[src/rtl/pkt_rx_reader.sv]
// pkt_rx_reader: XGE MAC receive reader with credit-based read enable, skid FIFO and per-packet status.
// Define PKT_RX_READER_STATS_EN to enable the pkt_cnt/err_cnt/drop_cnt statistics counters.

module pkt_rx_reader #(
    parameter int FIFO_DEPTH = 4
) (
    input  logic        clk_156m25,
    input  logic        reset_156m25,
    input  logic        pkt_rx_avail,
    output logic        pkt_rx_ren,
    input  logic [63:0] pkt_rx_data,
    input  logic        pkt_rx_val,
    input  logic        pkt_rx_sop,
    input  logic        pkt_rx_eop,
    input  logic [2:0]  pkt_rx_mod,
    input  logic        pkt_rx_err,
    output logic [63:0] out_data,
    output logic        out_val,
    output logic        out_sop,
    output logic        out_eop,
    output logic [2:0]  out_mod,
    input  logic        out_rdy,
    output logic        stat_val,
    output logic [15:0] stat_len,
    output logic        stat_err,
    output logic [31:0] pkt_cnt,
    output logic [31:0] err_cnt,
    output logic [31:0] drop_cnt
);

    localparam int AW = $clog2(FIFO_DEPTH);
    localparam logic [AW:0] FULL_CNT = (AW+1)'(FIFO_DEPTH);

    typedef enum logic [1:0] {IDLE, WAIT_SOP, IN_PKT} state_t;

    typedef struct packed {
        logic [63:0] data;
        logic        sop;
        logic        eop;
        logic [2:0]  mod;
    } word_t;

    state_t        state_q, state_d;
    logic          inflight_q;
    logic [AW:0]   cnt_q, cnt_d;
    logic [AW-1:0] wr_ptr_q, wr_ptr_d;
    logic [AW-1:0] rd_ptr_q, rd_ptr_d;
    word_t         fifo_mem [FIFO_DEPTH];
    word_t         out_q, out_d;
    logic          out_val_q, out_val_d;
    logic [16:0]   len_q, len_d;
    logic          ferr_q, ferr_d;
    logic          stat_val_q, stat_val_d;
    logic          stat_err_q, stat_err_d;
    logic [15:0]   stat_len_q, stat_len_d;

    logic          ren;
    logic          in_pkt;
    logic          accept;
    logic          out_load;
    logic          pop;
    logic          bypass;
    logic          push_req;
    logic          overflow;
    logic          push;
    word_t         in_word;
    logic [16:0]   last_bytes;
    logic [16:0]   len_final;

    // The output register is the FIFO head; an incoming word bypasses storage when it is empty.
    always_comb begin
        ren = (state_q != IDLE)
              && ((int'(cnt_q) + int'(inflight_q)) <= (FIFO_DEPTH - 2))
              && !(pkt_rx_val && pkt_rx_eop);

        in_pkt       = (state_q == IN_PKT);
        accept       = pkt_rx_val && (in_pkt || pkt_rx_sop);
        in_word.data = pkt_rx_data;
        in_word.sop  = pkt_rx_sop && !in_pkt;
        in_word.eop  = pkt_rx_eop;
        in_word.mod  = pkt_rx_mod;

        out_load = !out_val_q || out_rdy;
        pop      = out_load && (cnt_q != '0);
        bypass   = out_load && (cnt_q == '0) && accept;
        push_req = accept && !bypass;
        overflow = push_req && (cnt_q == FULL_CNT) && !pop;
        push     = push_req && !overflow;

        case ({push, pop})
            2'b10:   cnt_d = cnt_q + 1'b1;
            2'b01:   cnt_d = cnt_q - 1'b1;
            default: cnt_d = cnt_q;
        endcase
        wr_ptr_d = push ? wr_ptr_q + 1'b1 : wr_ptr_q;
        rd_ptr_d = pop  ? rd_ptr_q + 1'b1 : rd_ptr_q;

        out_d     = out_q;
        out_val_d = out_val_q;
        if (out_load) begin
            if (pop) begin
                out_d     = fifo_mem[rd_ptr_q];
                out_val_d = 1'b1;
            end else if (bypass) begin
                out_d     = in_word;
                out_val_d = 1'b1;
            end else begin
                out_val_d = 1'b0;
            end
        end
    end

    // Framing FSM and length accounting; status never waits on the output stream.
    always_comb begin
        state_d    = state_q;
        len_d      = len_q;
        ferr_d     = ferr_q;
        stat_val_d = 1'b0;
        stat_len_d = stat_len_q;
        stat_err_d = stat_err_q;
        last_bytes = (pkt_rx_mod == 3'd0) ? 17'd8 : {14'd0, pkt_rx_mod};
        len_final  = len_q + last_bytes;

        case (state_q)
            IDLE, WAIT_SOP: begin
                if (pkt_rx_val && pkt_rx_sop) begin
                    ferr_d = 1'b0;
                    if (pkt_rx_eop) begin
                        stat_val_d = 1'b1;
                        stat_len_d = last_bytes[15:0];
                        stat_err_d = pkt_rx_err;
                        state_d    = IDLE;
                    end else begin
                        len_d   = 17'd8;
                        state_d = IN_PKT;
                    end
                end else if ((state_q == IDLE) && pkt_rx_avail) begin
                    state_d = WAIT_SOP;
                end
            end
            IN_PKT: begin
                if (pkt_rx_val) begin
                    if (pkt_rx_eop) begin
                        stat_val_d = 1'b1;
                        stat_len_d = len_final[16] ? 16'hFFFF : len_final[15:0];
                        stat_err_d = pkt_rx_err || ferr_q || pkt_rx_sop;
                        state_d    = IDLE;
                    end else begin
                        len_d = len_q[16] ? len_q : len_q + 17'd8;
                        if (pkt_rx_sop) begin
                            ferr_d = 1'b1;
                        end
                    end
                end
            end
            default: state_d = IDLE;
        endcase
    end

    always_ff @(posedge clk_156m25 or posedge reset_156m25) begin
        if (reset_156m25) begin
            state_q    <= IDLE;
            inflight_q <= 1'b0;
            cnt_q      <= '0;
            wr_ptr_q   <= '0;
            rd_ptr_q   <= '0;
            out_q      <= '0;
            out_val_q  <= 1'b0;
            len_q      <= '0;
            ferr_q     <= 1'b0;
            stat_val_q <= 1'b0;
            stat_len_q <= '0;
            stat_err_q <= 1'b0;
        end else begin
            state_q    <= state_d;
            inflight_q <= ren;
            cnt_q      <= cnt_d;
            wr_ptr_q   <= wr_ptr_d;
            rd_ptr_q   <= rd_ptr_d;
            out_q      <= out_d;
            out_val_q  <= out_val_d;
            len_q      <= len_d;
            ferr_q     <= ferr_d;
            stat_val_q <= stat_val_d;
            stat_len_q <= stat_len_d;
            stat_err_q <= stat_err_d;
        end
    end

    always_ff @(posedge clk_156m25) begin
        if (push) begin
            fifo_mem[wr_ptr_q] <= in_word;
        end
    end

    // The credit rule leaves headroom for the in-flight read, so a full FIFO never sees data.
    overflow_never: assert property (@(posedge clk_156m25) disable iff (reset_156m25) !overflow);

`ifdef PKT_RX_READER_STATS_EN
    logic [31:0] pkt_cnt_q, pkt_cnt_d;
    logic [31:0] err_cnt_q, err_cnt_d;
    logic [31:0] drop_cnt_q, drop_cnt_d;
    logic        drop_word;

    always_comb begin
        drop_word  = (pkt_rx_val && !in_pkt && !pkt_rx_sop) || overflow;
        pkt_cnt_d  = pkt_cnt_q + {31'd0, stat_val_d};
        err_cnt_d  = err_cnt_q + {31'd0, stat_val_d && stat_err_d};
        drop_cnt_d = drop_cnt_q + {31'd0, drop_word};
    end

    always_ff @(posedge clk_156m25 or posedge reset_156m25) begin
        if (reset_156m25) begin
            pkt_cnt_q  <= '0;
            err_cnt_q  <= '0;
            drop_cnt_q <= '0;
        end else begin
            pkt_cnt_q  <= pkt_cnt_d;
            err_cnt_q  <= err_cnt_d;
            drop_cnt_q <= drop_cnt_d;
        end
    end

    assign pkt_cnt  = pkt_cnt_q;
    assign err_cnt  = err_cnt_q;
    assign drop_cnt = drop_cnt_q;
`else
    assign pkt_cnt  = '0;
    assign err_cnt  = '0;
    assign drop_cnt = '0;
`endif

    assign pkt_rx_ren = ren;
    assign out_data   = out_q.data;
    assign out_sop    = out_q.sop;
    assign out_eop    = out_q.eop;
    assign out_mod    = out_q.mod;
    assign out_val    = out_val_q;
    assign stat_val   = stat_val_q;
    assign stat_len   = stat_len_q;
    assign stat_err   = stat_err_q;

endmodule

[config.mk]
export PLATFORM = sky130hd
export DESIGN_NAME = pkt_rx_reader
export DESIGN_NICKNAME = d
export VERILOG_FILES = /design/src/rtl/pkt_rx_reader.sv
export SDC_FILE = /design/constraint.sdc
export NUM_CORES = 1
export LEC_CHECK = 0
export BUFFER_PORTS_ARGS = -buffer_cell sky130_fd_sc_hd__buf_2
export CORE_MARGIN = 2
export CORE_UTILIZATION = 51
export CTS_CLUSTER_SIZE = 28
export DETAILED_ROUTE_END_ITERATION = 10
export PLACE_DENSITY = 0.76
export REMOVE_ABC_BUFFERS = 1
export SLEW_MARGIN = 20
export SYNTH_ARGS = -nofsm -noshare
export SYNTH_HDL_FRONTEND = slang
export SYNTH_SLANG_ARGS = --single-unit
[constraint.sdc]
create_clock -name clk_156m25 -period 4.08 [get_ports clk_156m25]
set_clock_uncertainty 0.2 [all_clocks]
set_input_delay 0.816 -clock clk_156m25 [delete_from_list [all_inputs] [get_ports clk_156m25]]
set_output_delay 0.816 -clock clk_156m25 [all_outputs]
set_load 0.005 [all_outputs]
==> flow_metrics.py <==
metrics = {
    "floorplanning": {
        "fp.dieW_um": 182,
        "initial_core_util_pct": 51.5,
        "die_h_um": 182,
        "die-area_sq_um": 33200,
        "io_pins": 260,
        "row_count": 65,
        "core_area_sq_um": 31400,
    },
    "logic_synthesis": {
        "yosysWarningCount": 0,
        "synth_largest_area_cell": "edfxtp_1",
        "synth-edff-count": 276,
        "ys.flop_type": "edfxtp_1",
        "syn_area_sq_um": 16200,
        "synth_cells": 1011,
        "syn_area_per_cell_sq_um": 16.0,
        "yosysSeqAreaShare_pct": 68.7,
        "ys_types": 44,
        "ys_ff_latch": 389,
        "synth_common_cells": "edfxtp_1 (276), dfrtp_1 (113), buf_4 (103), nand2_1 (97), o21ai_0 (74)",
        "synth_top_area_share_pct": 51.2,
        "yosysMostFrequentCell": "edfxtp_1",
        "synth.area.top_cells": "edfxtp_1 (51%), dfrtp_1 (17%), mux4_2 (9.6%)",
        "ys_async_sr_fraction_pct": 29.0,
    },
    "cells_and_area": {
        "ff_latch_area_sq_um": 11100,
        "nNetsFinal": 1267,
        "fin_area_sq_um": 18500,
        "multi_input_area_sq_um": 4440,
        "fill_cells": 2385,
        "drive_gt1_share_pct": 26.2,
        "area_growth_pct": 14.2,
    },
    "timing": {
        "fin_crit_sh_pct": 72.4,
        "tightest_slew_ps": 1060,
        "fmax_ghz": 0.338,
        "rsz0062_at_grt": "false",
        "slew_violations": 0,
        "final_hold_viol_count": 0,
        "setup_violations": 0,
        "min_period_ps": 2950,
        "slew_headroom_pct": 29.3,
    },
    "critical_path": {
        "worstPathArrival_ps": 1940,
        "criticalPathCategory": "register to primary output",
        "cp-start-kind": "register",
        "cp.required_ps": 3060,
        "crit_path_end_kind": "primary output",
        "path_max_fanout": 6,
    },
    "placed_design": {
        "gp_congestion": 0.815,
        "portBuffers": 163,
        "placed_cell_area_sq_um": 17100,
        "dp_hpwl_um": 19500,
    },
    "status": {
        "outcome": "finished, final reports clean",
    },
    "global_routing": {
        "antenna_found_initial": 5,
        "grt_max_degree": 77,
        "grt_pass1_vias": 8720,
        "grt_pass1_wl_um": 49300,
        "overflow": 0,
        "grtUsageTotal_pct": 19.1,
    },
    "clocking": {
        "cts_hold_buffers": 0,
        "clock_path_buffers": 3,
        "clk_pin_slew_worst_paths_ps": 60,
        "numClockSinks": 389,
        "tritoncts": "yes",
        "clock_latency_ps": 530,
        "ctsRootBufferMaster": "clkbuf_16",
        "cts_resized": 0,
        "cts_buffers": 41,
        "postCtsSetupBuffers": 0,
        "htreeDepth": 2,
    },
    "route": {
        "wirelength_um": 31100,
        "wl_per_cell_um": 19.2,
        "dr.pass1.iters": 7,
        "drc_errors": 0,
        "vias": 8688,
        "drt-initial-drc-count": 823,
        "viasPerCell": 5.37,
        "ant_nets": 0,
    },
    "pwr": {
        "vdd_drop_max_mv": 0.329,
        "cellLeakagePower_uw": 0.00720,
        "p_total_uw": 12000,
        "pwr_density_cell_nw_per_um2": 651,
    },
    "flow_run": {
        "maxCapViolCount": 0,
    },
    "hold_path": {
        "hp-class": "input port to asynchronous set/reset pin",
    },
}
registers in the layout (all words and copies together) (netlist names):
signal	flops
fifo_mem	276
out_data	64
stat_len	16
len_q	14
cnt_q	3
out_mod	3
rd_ptr_q	2
state_q	2
wr_ptr_q	2
ferr_q	1
inflight_q	1
out_eop	1
out_sop	1
out_val	1
stat_err	1
stat_val	1
power by group:
group | internal [uW] | switching (uW) | total, uW
Clock | 2230 | 1480 | 3710
Sequential | 5000 | 596 | 5600
Combinational | 1420 | 1300 | 2720
Total | 8650 | 3370 | 12000
cell type report:
cell class	instances	area share, %
Antenna cell	1	0.0135
Clock buffer	57	6.21
Clock inverter	19	1.18
Inverter	14	0.298
Multi-Input combinational cell	559	24.0
Sequential cell	389	60.2
Tap cell	402	2.72
Timing Repair Buffer	177	5.32
metrics by stage:
stage / hold slack (ps) / utilization, % / TNS (ps) / worst slack [ps] / cells
4_1_cts: 78.6 / 58.8 / 0 / 1120 / 1617
3_5_place_dp: 265 / 54.5 / 0 / 713 / 1541
3_3_place_gp: 257 / 54.5 / 0 / 763 / 1541
2_1_floorplan: 261 / - / -130730 / -2820 / 962
6_report: 79.1 / 58.8 / 0 / 1130 / 1618
5_1_grt: 94.0 / 58.8 / 0 / 836 / 1617
worst max-delay path, stage by stage (launching register included):
cell and delay (ps):
dfrtp_1 450, ha_1 230, ha_1 190, o21ai_0 170, o2111a_1 250, buf_2 130
kinds of logic (layout without fill, tap and decap cells):
logic type | count (synthesis) | count (layout) | synth area share (%)
flip-flops | 389 | 389 | 68.7
XOR/XNOR | 25 | 25 | 1.35
adder cells (fa/ha/maj) | 10 | 10 | 0.820
buffers and inverters | 159 | 267 | 6.23
AND/OR/NAND/NOR | 177 | 177 | 4.83
AO/OA/AOI/OAI | 115 | 115 | 4.28
other | 1 | 98 | 0.0232
multiplexers | 135 | 135 | 13.8
routing by layer:
| layer | wire (um) | global-route usage [%] | part of all wire [%] | vias to the layer above |
|---|---|---|---|---|
| met5 | 46 | 0 | 0.15 | - |
| met4 | 435 | 4.10 | 1.4 | 8 |
| met3 | 2360 | 4.43 | 7.6 | 41 |
| met2 | 15100 | 31.2 | 49 | 343 |
| met1 | 13200 | 26.5 | 42 | 4359 |
| li1 | - | - | - | 3937 |
placed cells by master, fill, tap and decap left out, types with 13 or more instances in the layout:
cell type / count
edfxtp_1: 276
buf_2: 163
dfrtp_1: 111
nand2_1: 97
conb_1: 97
o21ai_0: 74
mux4_2: 69
mux2i_1: 65
clkbuf_16: 42
nor2_1: 27
inv_1: 13
xnor2_1: 13
worst paths after layout:
check	startpoint	slack (ps)	cells past startpoint	end
min in group clk_156m25	out_data[41]	270	2	out_data[41]
worst max-delay path	cnt_q[0]	1130	5	pkt_rx_ren
worst min register to register	out_data[41]	270	2	out_data[41]
worst max register to register	cnt_q[2]	1130	7	cnt_q[2]
max in group asynchronous	reset_156m25	2890	3	out_data[41]
worst min-delay path	reset_156m25	80	2	out_data[50]
Power figures use the tool's default switching activity.
